### src/rtl/leaf_pkt_pkg.sv
// Default field widths and constants for leaf-to-BFT packets.
// The packet layout is {valid, dest leaf, dest port, addr, payload}, with valid in the MSB.
package leaf_pkt_pkg;

    localparam int unsigned PKT_PAYLOAD_BITS          = 32;
    localparam int unsigned PKT_NUM_LEAF_BITS         = 5;
    localparam int unsigned PKT_NUM_PORT_BITS         = 4;
    localparam int unsigned PKT_NUM_ADDR_BITS         = 7;
    localparam int unsigned PKT_PACKET_BITS           = 1 + PKT_NUM_LEAF_BITS + PKT_NUM_PORT_BITS
                                                        + PKT_NUM_ADDR_BITS + PKT_PAYLOAD_BITS;
    localparam int unsigned PKT_FREESPACE_UPDATE_SIZE = 64;

    // Field offsets within a packet of the default widths.
    localparam int unsigned ADDR_LSB  = PKT_PAYLOAD_BITS;
    localparam int unsigned PORT_LSB  = ADDR_LSB + PKT_NUM_ADDR_BITS;
    localparam int unsigned LEAF_LSB  = PORT_LSB + PKT_NUM_PORT_BITS;
    localparam int unsigned VALID_BIT = PKT_PACKET_BITS - 1;

    // A receiver holds one word per address, so a full window is 2**addr_bits credits.
    localparam int unsigned PKT_CREDIT_MAX = 1 << PKT_NUM_ADDR_BITS;

endpackage

### src/rtl/rr_arbiter.sv
// Combinational round-robin arbiter.
// It grants the first request at or after ptr and wraps past N-1.
module rr_arbiter #(
    parameter int unsigned N     = 3,
    parameter int unsigned PTR_W = (N > 1) ? $clog2(N) : 1
) (
    input  logic [N-1:0]     req,
    input  logic [PTR_W-1:0] ptr,
    output logic [N-1:0]     gnt,
    output logic             any_grant
);

    logic [PTR_W-1:0] idx;

    always_comb begin
        gnt       = '0;
        any_grant = 1'b0;
        idx       = '0;
        for (int k = 0; k < N; k++) begin
            idx = PTR_W'((32'(ptr) + 32'(k)) % N);
            if (!any_grant && req[idx]) begin
                gnt[idx]  = 1'b1;
                any_grant = 1'b1;
            end
        end
    end

endmodule

### src/rtl/leaf_out_arbiter.sv
// Arbitrates user output streams onto the single leaf-to-BFT packet register.
// Arbitration is round-robin, and each port is gated by its credits and by its route-table entry.
module leaf_out_arbiter
    import leaf_pkt_pkg::*;
#(
    parameter int unsigned PACKET_BITS           = PKT_PACKET_BITS,
    parameter int unsigned PAYLOAD_BITS          = PKT_PAYLOAD_BITS,
    parameter int unsigned NUM_LEAF_BITS         = PKT_NUM_LEAF_BITS,
    parameter int unsigned NUM_PORT_BITS         = PKT_NUM_PORT_BITS,
    parameter int unsigned NUM_ADDR_BITS         = PKT_NUM_ADDR_BITS,
    parameter int unsigned NUM_OUT_PORTS         = 3,
    parameter int unsigned FREESPACE_UPDATE_SIZE = PKT_FREESPACE_UPDATE_SIZE
) (
    input  logic                                    clk,
    input  logic                                    reset,
    input  logic                                    resend,
    input  logic [NUM_OUT_PORTS-1:0]                vld_user2interface,
    input  logic [NUM_OUT_PORTS*PAYLOAD_BITS-1:0]   din_leaf_user2interface,
    output logic [NUM_OUT_PORTS-1:0]                ack_interface2user,
    input  logic                                    cfg_wr,
    input  logic [NUM_PORT_BITS-1:0]                cfg_port,
    input  logic [NUM_LEAF_BITS-1:0]                cfg_dest_leaf,
    input  logic [NUM_PORT_BITS-1:0]                cfg_dest_port,
    input  logic                                    credit_vld,
    input  logic [NUM_PORT_BITS-1:0]                credit_port,
    output logic [PACKET_BITS-1:0]                  pkt_out,
    input  logic                                    pkt_rdy
);

    localparam int unsigned N          = NUM_OUT_PORTS;
    localparam int unsigned PTR_W      = (N > 1) ? $clog2(N) : 1;
    localparam int unsigned CW         = NUM_ADDR_BITS + 1;
    localparam int unsigned CREDIT_MAX = 1 << NUM_ADDR_BITS;
    localparam int unsigned VLD        = PACKET_BITS - 1;

    logic [NUM_LEAF_BITS-1:0] leaf_q   [N];
    logic [NUM_PORT_BITS-1:0] port_q   [N];
    logic [CW-1:0]            credit_q [N];
    logic [CW-1:0]            credit_d [N];
    logic [CW:0]              csum     [N];
    logic [NUM_ADDR_BITS-1:0] addr_q   [N];
    logic [NUM_ADDR_BITS-1:0] addr_d   [N];
    logic [N-1:0]             cfg_q;
    logic [N-1:0]             cfg_hit;
    logic [N-1:0]             elig;
    logic [N-1:0]             req;
    logic [N-1:0]             gnt;
    logic                     any_gnt;
    logic                     reg_free;
    logic [PTR_W-1:0]         gnt_idx;
    logic [PTR_W-1:0]         ptr_q, ptr_d;
    logic [PACKET_BITS-1:0]   pkt_q, pkt_d;

    always_comb begin
        elig    = '0;
        cfg_hit = '0;
        for (int i = 0; i < N; i++) begin
            elig[i]    = vld_user2interface[i] & cfg_q[i] & (credit_q[i] != '0) & ~resend;
            cfg_hit[i] = cfg_wr && (cfg_port == NUM_PORT_BITS'(i));
        end
    end

    assign reg_free = ~pkt_q[VLD] | pkt_rdy;
    assign req      = reg_free ? elig : '0;

    rr_arbiter #(
        .N     (N),
        .PTR_W (PTR_W)
    ) u_rr (
        .req       (req),
        .ptr       (ptr_q),
        .gnt       (gnt),
        .any_grant (any_gnt)
    );

    assign ack_interface2user = gnt;
    assign pkt_out            = pkt_q;

    always_comb begin
        gnt_idx = '0;
        for (int i = 0; i < N; i++) begin
            if (gnt[i]) begin
                gnt_idx = PTR_W'(i);
            end
        end
    end

    // The grant always uses the route as it stood before any same-cycle cfg write.
    always_comb begin
        pkt_d = pkt_q;
        if (reg_free && !resend) begin
            pkt_d = '0;
            if (any_gnt) begin
                pkt_d = {1'b1, leaf_q[gnt_idx], port_q[gnt_idx], addr_q[gnt_idx],
                         din_leaf_user2interface[gnt_idx*PAYLOAD_BITS +: PAYLOAD_BITS]};
            end
        end
    end

    // Credits are consumed first, then returned and saturated, and a cfg write overrides both.
    always_comb begin
        for (int i = 0; i < N; i++) begin
            csum[i] = {1'b0, credit_q[i]} - {{CW{1'b0}}, gnt[i]};
            if (credit_vld && (credit_port == NUM_PORT_BITS'(i))) begin
                csum[i] = csum[i] + (CW+1)'(FREESPACE_UPDATE_SIZE);
                if (csum[i] > (CW+1)'(CREDIT_MAX)) begin
                    csum[i] = (CW+1)'(CREDIT_MAX);
                end
            end
            addr_d[i] = addr_q[i] + NUM_ADDR_BITS'(gnt[i]);
            if (cfg_hit[i]) begin
                csum[i]   = (CW+1)'(CREDIT_MAX);
                addr_d[i] = '0;
            end
            credit_d[i] = csum[i][CW-1:0];
        end
    end

    always_comb begin
        ptr_d = ptr_q;
        if (any_gnt) begin
            ptr_d = (32'(gnt_idx) == N - 1) ? '0 : gnt_idx + PTR_W'(1);
        end
    end

    always_ff @(posedge clk or posedge reset) begin
        if (reset) begin
            pkt_q <= '0;
            ptr_q <= '0;
            cfg_q <= '0;
            for (int i = 0; i < N; i++) begin
                leaf_q[i]   <= '0;
                port_q[i]   <= '0;
                credit_q[i] <= '0;
                addr_q[i]   <= '0;
            end
        end else begin
            pkt_q <= pkt_d;
            ptr_q <= ptr_d;
            for (int i = 0; i < N; i++) begin
                credit_q[i] <= credit_d[i];
                addr_q[i]   <= addr_d[i];
                if (cfg_hit[i]) begin
                    leaf_q[i] <= cfg_dest_leaf;
                    port_q[i] <= cfg_dest_port;
                    cfg_q[i]  <= 1'b1;
                end
            end
        end
    end

endmodule
### config.mk
export PLATFORM = sky130hd
export DESIGN_NAME = leaf_out_arbiter
export DESIGN_NICKNAME = d
export VERILOG_FILES = /design/src/rtl/leaf_pkt_pkg.sv /design/src/rtl/rr_arbiter.sv /design/src/rtl/leaf_out_arbiter.sv
export SDC_FILE = /design/constraint.sdc
export NUM_CORES = 1
export LEC_CHECK = 0
export ABC_AREA = 1
export CORE_ASPECT_RATIO = 0.8
export CORE_MARGIN = 2
export CORE_UTILIZATION = 40
export CTS_CLUSTER_DIAMETER = 30
export DETAILED_ROUTE_END_ITERATION = 16
export PLACE_DENSITY = 0.67
export SLEW_MARGIN = 5
export SYNTH_ARGS = -nofsm -noshare
export SYNTH_HDL_FRONTEND = slang
export SYNTH_SLANG_ARGS = --single-unit
### constraint.sdc
create_clock -name clk -period 7.47 [get_ports clk]
set_input_delay 1.494 -clock clk [delete_from_list [all_inputs] [get_ports clk]]
set_output_delay 1.494 -clock clk [all_outputs]
set_load 0.01 [all_outputs]
==> results of run 1 <==
## worst register-to-register path: cells and delay by family (launching register included)
| kind | cells | cell delay (ns) |
|---|---|---|
| simple gates | 15 | 2.32 |
| fa+ha+maj | 2 | 0.50 |
| xor+xnor | 2 | 0.44 |
| flops | 1 | 0.42 |
| compound gates | 2 | 0.35 |
| buf+inv | 3 | 0.26 |
## path summary, 6_finish.rpt
path,slack (ns),depth (start not counted),startpoint,to
min in group asynchronous,1.60,2,reset,pkt_out[7]
hold / removal,0.47,1,cfg_q[1],cfg_q[1]
setup reg to reg,3.09,24,pkt_out[48],credit_q[3]
hold reg to reg,0.47,1,cfg_q[1],cfg_q[1]
setup / recovery,1.46,14,pkt_rdy,ack_interface2user[2]
max in group asynchronous,4.53,3,reset,credit_q[5]
## metrics by stage
| stage | total power [W] | utilization (%) | worst slack (ns) |
|---|---|---|---|
| final | 0.00391 | 53.6 | 1.46 |
| after detailed placement | 0.00313 | 50.4 | 1.46 |
| after global routing | 0.00425 | 53.6 | 1.23 |
| after floorplan | 0.00252 | - | 2.62 |
| after CTS | 0.00395 | 53.6 | 1.44 |
| after global placement | 0.00309 | 50.4 | 1.51 |
## cells in the mapped netlist, drive strengths merged
master,number
ha,19
o22ai,1
a31oi,1
a21boi,3
o221ai,1
o21ai,37
xor2,15
nand3,166
nor2,55
dfrtp,126
a21oi,23
clkbuf,12
inv,95
nor4,3
or2,6
nand2,288
nor3b,2
xnor2,5
nor3,18
buf,26
nand4,12
o211ai,1
and3,4
## layer usage
layer	track usage [%]	up-vias	wire [um]
met2	32.9	170	8730
met4	4.74	0	144
met1	27.0	3032	8930
met3	4.84	9	1010
li1	-	3297	-
met5	0	-	0
## layout make-up
type | instances | area share, %
multi-input combinational | 660 | 36.3
inverter | 95 | 3.72
timing repair buffer | 178 | 18.3
clock buffer | 19 | 4.59
sequential | 126 | 32.7
tap | 230 | 2.98
clock inverter | 12 | 1.41
## logic make-up (layout without fill, tap and decap cells)
logic type | after synthesis | count (layout)
AOI/OAI and AO/OA | 67 | 67
DFF | 126 | 126
xor gates and xnor gates | 20 | 20
and+or+nand+nor | 554 | 554
adders and majority gates | 19 | 19
buffers and inverters | 133 | 304
## registers in the layout (all words and copies together), names as in the netlist
signal	cells
port_q	12
leaf_q	15
addr_q	21
ptr_q	2
credit_q	24
pkt_out	49
cfg_q	3
## report_power, final
part / switching (W) / total, W / internal, W
logic: 0.00119 / 0.00198 / 0.000790
registers: 0.000162 / 0.00112 / 0.000954
clock network: 0.000306 / 0.000807 / 0.000500
total: 0.00166 / 0.00391 / 0.00224
==> impl_metrics.py, run 1 <==
metrics = {
    "run_status": {
        "status": "complete, no violations",
    },
    "worst_setup_path": {
        "path_buf_inv": 4,
        "crit_type": "primary input to output pin",
        "cp-end-kind": "output pin",
        "path_cells": "clkdlybuf4s50_1, inv_1, nand2_2, nand2_4, nor2_2, nand2_1, nand2_1, nand3_1, nand2_2, nand3_4, inv_2, nand2_2, nand2_4, clkdlybuf4s50_1",
        "cp.required_ns": 5.98,
        "cpLargestDelayFamily": "simple AND/OR/NAND/NOR gates",
        "timing.critical_path.slowest_cell_delay_ns": 0.67,
        "cp.arrival_ns": 4.51,
        "crit_top_cell": "nand2_2",
        "worst-path-max-fanout": 53,
        "setup.worst_path.start_class": "primary input",
        "critical-path-slowest-cell": "clkdlybuf4s50_1",
    },
    "clock_network": {
        "numCtsBuffers": 17,
        "cts_buffer_depth": 2,
        "cts_htree_levels": 4,
        "insertion_delay_ns": 0.41,
        "cts.sinks": 126,
        "clkTransAtPathRegs_ns": 0.05,
        "cts_tree": "yes",
        "postCtsSetupBuffers": 0,
        "cts_resized": 0,
        "postCtsHoldBufs": 0,
        "cts_root_buf": "clkbuf_16",
    },
    "yosys": {
        "syn_area_um2": 7290,
        "syn_area_per_cell_um2": 7.93,
        "synth_top_family_by_area": "simple AND/OR/NAND/NOR gates",
        "synth-compound-area-share_pct": 4.82,
        "yosysTopAreaCellShare_pct": 43.2,
        "synth.top_cells.by_area": "dfrtp_1, nand2_1, nand3_1",
        "yosys-mux-area-fraction_pct": 0,
        "yosys_warnings": 0,
        "post-synth-top-area-cell": "dfrtp_1",
        "synth_cell_types": 37,
        "ys_ff_latch": 126,
        "synth_nets": 1060,
        "synthXorXnorAreaFrac_pct": 2.40,
        "synthCells": 919,
        "synth_adder_area_share_pct": 3.26,
        "yosysSeqAreaShare_pct": 43.2,
        "synthSimpleGateAreaFrac_pct": 37.6,
    },
    "die": {
        "fp.dieW_um": 155,
        "die_h_um": 125,
        "num_rows": 44,
        "coreArea_um2": 18000,
        "dieArea_um2": 19300,
        "start_util_pct": 40.5,
        "io_pins": 174,
    },
    "sta": {
        "setup_tns_ns": 0,
        "final-setup-viol-count": 0,
        "finalHoldViolCount": 0,
        "fin_crit_ns": 6.01,
        "slew_headroom_pct": 31.6,
        "final-max-slew-violation-count": 0,
        "skew_ns": 0.0126,
        "finalCritPeriodShare_pct": 80.4,
        "rsz0062_at_grt": "no",
        "clock.fmax_ghz": 0.166,
        "worst_slew_pin_slew_ns": 1.02,
        "hold_ws_ns": 0.469,
    },
    "detailed_routing": {
        "drcViolationCount": 0,
        "dr.pass1.iters": 5,
        "vias": 6508,
        "ant_nets": 0,
        "wl_per_cell_um": 14.3,
        "via_per_inst": 4.93,
        "drt-initial-drc-count": 386,
        "routed_wl_um": 18800,
    },
    "global_route": {
        "grt_pass1_wl_um": 31400,
        "overflow": 0,
        "antenna_found_initial": 0,
        "grt_util_all_layers_pct": 20.1,
        "grt_max_degree": 65,
        "grt_pass1_vias": 6348,
    },
    "cells_and_area": {
        "layout.cells.non_filler": 1320,
        "multi_input_area_um2": 3510,
        "nFillCells": 1690,
        "final_cell_mix": "nand2_1, clkdlybuf4s50_1, dfrtp_1",
        "regArea_um2": 3150,
        "post_route_cells_drive_above_1_share_pct": 12.3,
        "final_area_um2": 9660,
        "layout_commonest_cell": "nand2_1",
        "nets": 1219,
        "synthToLayoutAreaGrowth_pct": 32.4,
        "insertedDiodeCount": 0,
    },
    "pwr": {
        "power.density_nw_per_um2": 405,
        "peakVddDrop_mv": 0.205,
        "p_leak_nw": 4.69,
    },
    "min_path": {
        "hp-class": "flip-flop to flip-flop",
    },
    "place": {
        "placedCellCount": 1289,
        "portBuffers": 173,
        "dpl_cell_area_um2": 9080,
        "detailed_place_hpwl_um": 12900,
        "place.gp.congestion": 0.874,
    },
    "flow_run": {
        "max-cap-violations": 0,
    },
}
(Power assumes the default switching activity.)
==> run 2, diff against run 1 <==
- clock period: 7.47 -> 5.9 ns (I/O delays scaled with it)
==> impl_metrics.py, run 2 (synthesis results as in run 1) <==
metrics = {
    "die": {
        "num_rows": 44,
        "fp.dieW_um": 155,
        "io_pins": 174,
        "die_h_um": 125,
        "start_util_pct": 40.5,
        "dieArea_um2": 19300,
        "coreArea_um2": 18000,
    },
    "pwr": {
        "combPwrFrac_pct": 50.4,
        "switchingPower_w": 0.00211,
        "swShare_pct": 42.2,
        "peakVddDrop_mv": 0.258,
        "power.density_nw_per_um2": 514,
        "p_int_w": 0.00288,
        "p_leak_nw": 4.71,
        "clkPwrFrac_pct": 21.2,
        "seqPwrFrac_pct": 28.4,
    },
    "sta": {
        "fin_crit_ns": 4.76,
        "final-setup-viol-count": 0,
        "rsz0062_at_grt": "no",
        "setup_tns_ns": 0,
        "clock.fmax_ghz": 0.210,
        "finalHoldViolCount": 0,
        "final-max-slew-violation-count": 0,
        "skew_ns": 0.0103,
        "worst_slew_pin_slew_ns": 1.01,
        "finalCritPeriodShare_pct": 80.7,
        "slew_headroom_pct": 32.5,
    },
    "clock_network": {
        "cts.sinks": 126,
        "clkTransAtPathRegs_ns": 0.05,
        "insertion_delay_ns": 0.42,
        "cts_buffer_depth": 2,
        "numCtsBuffers": 17,
        "cts_resized": 0,
        "postCtsSetupBuffers": 0,
        "cts_htree_levels": 4,
        "postCtsHoldBufs": 0,
        "cts_root_buf": "clkbuf_16",
        "cts_tree": "yes",
    },
    "global_route": {
        "grt_pass1_wl_um": 31400,
        "grt_util_all_layers_pct": 20.3,
        "antenna_found_initial": 0,
        "overflow": 0,
        "grt_max_degree": 77,
        "grt_pass1_vias": 6206,
    },
    "min_path": {
        "hold_depth": 1,
        "hp-class": "flip-flop to flip-flop",
    },
    "detailed_routing": {
        "drcViolationCount": 0,
        "ant_nets": 0,
        "routed_wl_um": 19200,
        "drt-initial-drc-count": 493,
        "dr.pass1.iters": 5,
        "wl_per_cell_um": 14.5,
        "via_per_inst": 4.92,
        "vias": 6525,
    },
    "cells_and_area": {
        "nets": 1223,
        "insertedDiodeCount": 0,
        "synthToLayoutAreaGrowth_pct": 33.1,
        "largest_reg_flops": 49,
        "layout_commonest_cell": "nand2_1",
        "layout.cells.non_filler": 1325,
        "final_area_um2": 9710,
        "final_cell_mix": "nand2_1, clkdlybuf4s50_1, dfrtp_1",
        "nFillCells": 1669,
        "post_route_cells_drive_above_1_share_pct": 12.6,
    },
    "place": {
        "dpl_cell_area_um2": 9110,
        "place.gp.congestion": 0.887,
        "detailed_place_hpwl_um": 13500,
        "placedCellCount": 1293,
        "portBuffers": 173,
    },
    "worst_setup_path": {
        "setup.worst_path.start_class": "primary input",
        "crit_type": "primary input to output pin",
        "cp-end-kind": "output pin",
        "cp.required_ns": 4.72,
        "cp.arrival_ns": 3.58,
        "rr_worst_depth": 23,
        "worst-path-max-fanout": 29,
    },
    "flow_run": {
        "max-cap-violations": 0,
    },
    "run_status": {
        "status": "complete, no violations",
    },
}
==> run 2: path summary, 6_finish.rpt <==
path	slack, ns	end	from
max	1.14	ack_interface2user[2]	pkt_rdy
max reg2reg	1.86	credit_q[6]	ptr_q[0]
min	0.47	cfg_q[0]	cfg_q[0]
min in group asynchronous	1.34	pkt_out[4]	reset
max in group asynchronous	3.61	credit_q[22]	reset
min reg2reg	0.47	cfg_q[0]	cfg_q[0]
==> run 2: final cells by class <==
| class | instances | area (um2) | area share (%) |
|---|---|---|---|
| Multi-Input combinational cell | 660 | 3510 | 36.1 |
| Tap cell | 230 | 288 | 2.97 |
| Timing Repair Buffer | 182 | 1800 | 18.5 |
| Clock buffer | 19 | 433 | 4.46 |
| Inverter | 95 | 359 | 3.70 |
| Clock inverter | 13 | 165 | 1.70 |
| Sequential cell | 126 | 3150 | 32.5 |
==> run 2: through the flow <==
step,total power [W],hold slack (ns),utilization (%),setup slack [ns]
after CTS,0.00505,0.473,53.9,1.14
after global routing,0.00542,0.493,53.9,0.934
after detailed placement,0.00398,0.459,50.6,0.956
after floorplan,0.00319,0.439,-,1.36
final,0.00499,0.468,53.9,1.14
after global placement,0.00394,0.456,50.6,1.09
==> run 2: critical path: stages <==
cell,delay (ns)
clkdlybuf4s50_1,0.45
inv_1,0.04
nand2_2,0.06
nand2_4,0.12
nor2_2,0.15
nand2_1,0.09
nand2_1,0.07
nand3_1,0.09
nand2_2,0.11
nand3_4,0.11
inv_2,0.08
nand2_2,0.06
nand2_4,0.29
clkdlybuf4s50_1,0.66
==> run 2: power groups by stage <==
stage / sequential [W] / clock, W / combinational, W
after floorplan: 0.00147 / 0 / 0.00172
after global routing: 0.00146 / 0.00112 / 0.00285
after detailed placement: 0.00143 / 0 / 0.00255
after CTS: 0.00142 / 0.00108 / 0.00256
final: 0.00142 / 0.00106 / 0.00252
after global placement: 0.00142 / 0 / 0.00252
==> run 2: layer usage <==
| metal | up-vias | global-route usage, % | wire (um) | share of wire, % |
|---|---|---|---|---|
| li1 | 3300 | - | - | - |
| met1 | 3052 | 27.8 | 9140 | 48 |
| met2 | 154 | 32.6 | 8680 | 45 |
| met3 | 19 | 4.73 | 1110 | 5.8 |
| met4 | 0 | 5.12 | 240 | 1.3 |
| met5 | - | 0 | 0 | 0 |
==> run 3, diff against run 2 <==
- PLACE_DENSITY: 0.67 -> 0.69
- clock period: 5.9 -> 4.1 ns (I/O delays scaled with it)
==> impl_metrics.py, run 3 (synthesis results as in run 1) <==
metrics = {
    "cells_and_area": {
        "synthToLayoutAreaGrowth_pct": 35.8,
        "largest_reg_flops": 49,
        "nFillCells": 1639,
        "multi_input_area_um2": 3520,
        "post_route_cells_drive_above_1_share_pct": 14.0,
        "layout_commonest_cell": "nand2_1",
        "insertedDiodeCount": 0,
        "final_cell_mix": "nand2_1, clkdlybuf4s50_1, dfrtp_1",
        "regArea_um2": 3150,
        "final_util_pct": 55.0,
        "layout.cells.non_filler": 1339,
        "nets": 1238,
    },
    "sta": {
        "slew_headroom_pct": 43.5,
        "skew_ns": 0.0129,
        "fin_crit_ns": 3.77,
        "clock.fmax_ghz": 0.265,
        "hold_ws_ns": 0.471,
        "setup_tns_ns": 0,
        "final-max-slew-violation-count": 0,
        "worst_slew_pin_slew_ns": 0.847,
        "finalHoldViolCount": 0,
        "finalCritPeriodShare_pct": 91.9,
        "final-setup-viol-count": 0,
    },
    "place": {
        "portBuffers": 173,
        "place.gp.congestion": 0.840,
        "placedCellCount": 1308,
        "detailed_place_hpwl_um": 13700,
    },
    "pwr": {
        "p_leak_nw": 4.82,
        "p_int_w": 0.00434,
        "power.density_nw_per_um2": 750,
        "combPwrFrac_pct": 50.9,
        "switchingPower_w": 0.00309,
        "peakVddDrop_mv": 0.397,
        "seqPwrFrac_pct": 27.3,
        "swShare_pct": 41.6,
        "clkPwrFrac_pct": 21.9,
        "power_w": 0.00742,
    },
    "clock_network": {
        "insertion_delay_ns": 0.42,
        "cts_htree_levels": 4,
        "clkTransAtPathRegs_ns": 0.05,
        "cts_buffer_depth": 2,
        "cts_tree": "yes",
        "postCtsHoldBufs": 0,
        "numCtsBuffers": 17,
        "cts.sinks": 126,
        "postCtsSetupBuffers": 0,
        "cts_root_buf": "clkbuf_16",
    },
    "detailed_routing": {
        "dr.pass1.iters": 5,
        "ant_nets": 0,
        "drt-initial-drc-count": 440,
        "vias": 6648,
        "drcViolationCount": 0,
        "via_per_inst": 4.96,
        "wl_per_cell_um": 14.5,
        "routed_wl_um": 19400,
    },
    "worst_setup_path": {
        "cp.required_ns": 3.28,
        "setup.worst_path.start_class": "primary input",
        "crit_type": "primary input to output pin",
        "worst-path-max-fanout": 5,
        "cp-end-kind": "output pin",
        "cp.arrival_ns": 2.95,
    },
    "global_route": {
        "grt_pass1_wl_um": 32000,
        "antenna_found_initial": 0,
        "overflow": 0,
        "grt_pass1_vias": 6451,
        "globalRoute.busiestLayer": "met2",
        "met2_usage_pct": 34.0,
        "grt_util_all_layers_pct": 20.8,
        "grt_max_degree": 57,
        "grt_use_met1_pct": 27.3,
        "gr-usage-met3_pct": 4.66,
    },
    "die": {
        "start_util_pct": 40.5,
        "die_h_um": 125,
        "coreArea_um2": 18000,
        "io_pins": 174,
        "fp.dieW_um": 155,
        "dieArea_um2": 19300,
        "num_rows": 44,
    },
    "min_path": {
        "hp-class": "flip-flop to flip-flop",
    },
    "run_status": {
        "status": "complete, no violations",
    },
    "flow_run": {
        "max-cap-violations": 0,
    },
}
==> run 3: changes by cell type in the layout (fill, tap and decap cells not counted), moves of 2 or more <==
| cell | delta |
|---|---|
| buf_12 | +3 |
| buf_4 | +12 |
| clkinvlp_4 | -2 |
| clkbuf_8 | +2 |
| clkinv_2 | -2 |
==> run 3: timing repair <==
| action | 4_1_cts | 5_1_grt |
|---|---|---|
| hold endpoints to repair | 0 | 0 |
| endpoints found under the setup margin | 0 | 8 |
| gates resized for setup | 0 | 4 |
==> run 3: final timing paths <==
path | from | end | slack (ns) | depth (start not counted)
min in group asynchronous | reset | pkt_out[23] | 0.89 | 2
setup reg to reg | ptr_q[0] | credit_q[9] | 0.46 | 18
max in group asynchronous | reset | credit_q[15] | 2.48 | 3
hold / removal | cfg_q[1] | cfg_q[1] | 0.47 | 1
setup / recovery | pkt_rdy | ack_interface2user[0] | 0.33 | 13
hold reg to reg | cfg_q[1] | cfg_q[1] | 0.47 | 1
==> run 3: metrics by stage <==
stage	area (um2)	setup slack, ns
4_1_cts	9900	0.291
3_3_place_gp	9260	-0.00766
3_5_place_dp	9260	-0.129
2_1_floorplan	7300	0.415
6_report	9900	0.331
5_1_grt	9900	-0.0324
==> run 3: layer usage <==
layer	up-vias	share of wire (%)
li1	3334	-
met4	0	1.4
met1	3113	47
met2	182	46
met3	19	5.9
met5	-	0
==> run 3: layout make-up <==
class / instances / area share, %
inverters: 95 / 3.64
flip-flops and latches: 126 / 31.8
well taps: 230 / 2.91
multi-input cells: 660 / 35.5
repair buffers: 197 / 19.7
clock inverters: 11 / 1.82
clock buffers: 20 / 4.61
==> run 3: critical path: stages <==
cell,delay (ns)
clkdlybuf4s50_1,0.45
inv_1,0.04
nand2_2,0.06
nand2_4,0.09
nor2_4,0.12
nand2_1,0.09
nand2_1,0.06
nand3_1,0.09
nand2_2,0.11
nand2_1,0.08
o221ai_1,0.20
buf_4,0.18
clkdlybuf4s50_1,0.54
==> run 3: power groups by stage <==
stage          sequential [W]  clock (W)  combinational (W)
6_report              0.00202    0.00162            0.00378
3_3_place_gp          0.00203          0            0.00374
3_5_place_dp          0.00204          0            0.00380
4_1_cts               0.00202    0.00166            0.00382
5_1_grt               0.00209    0.00172            0.00427
2_1_floorplan         0.00211          0            0.00248
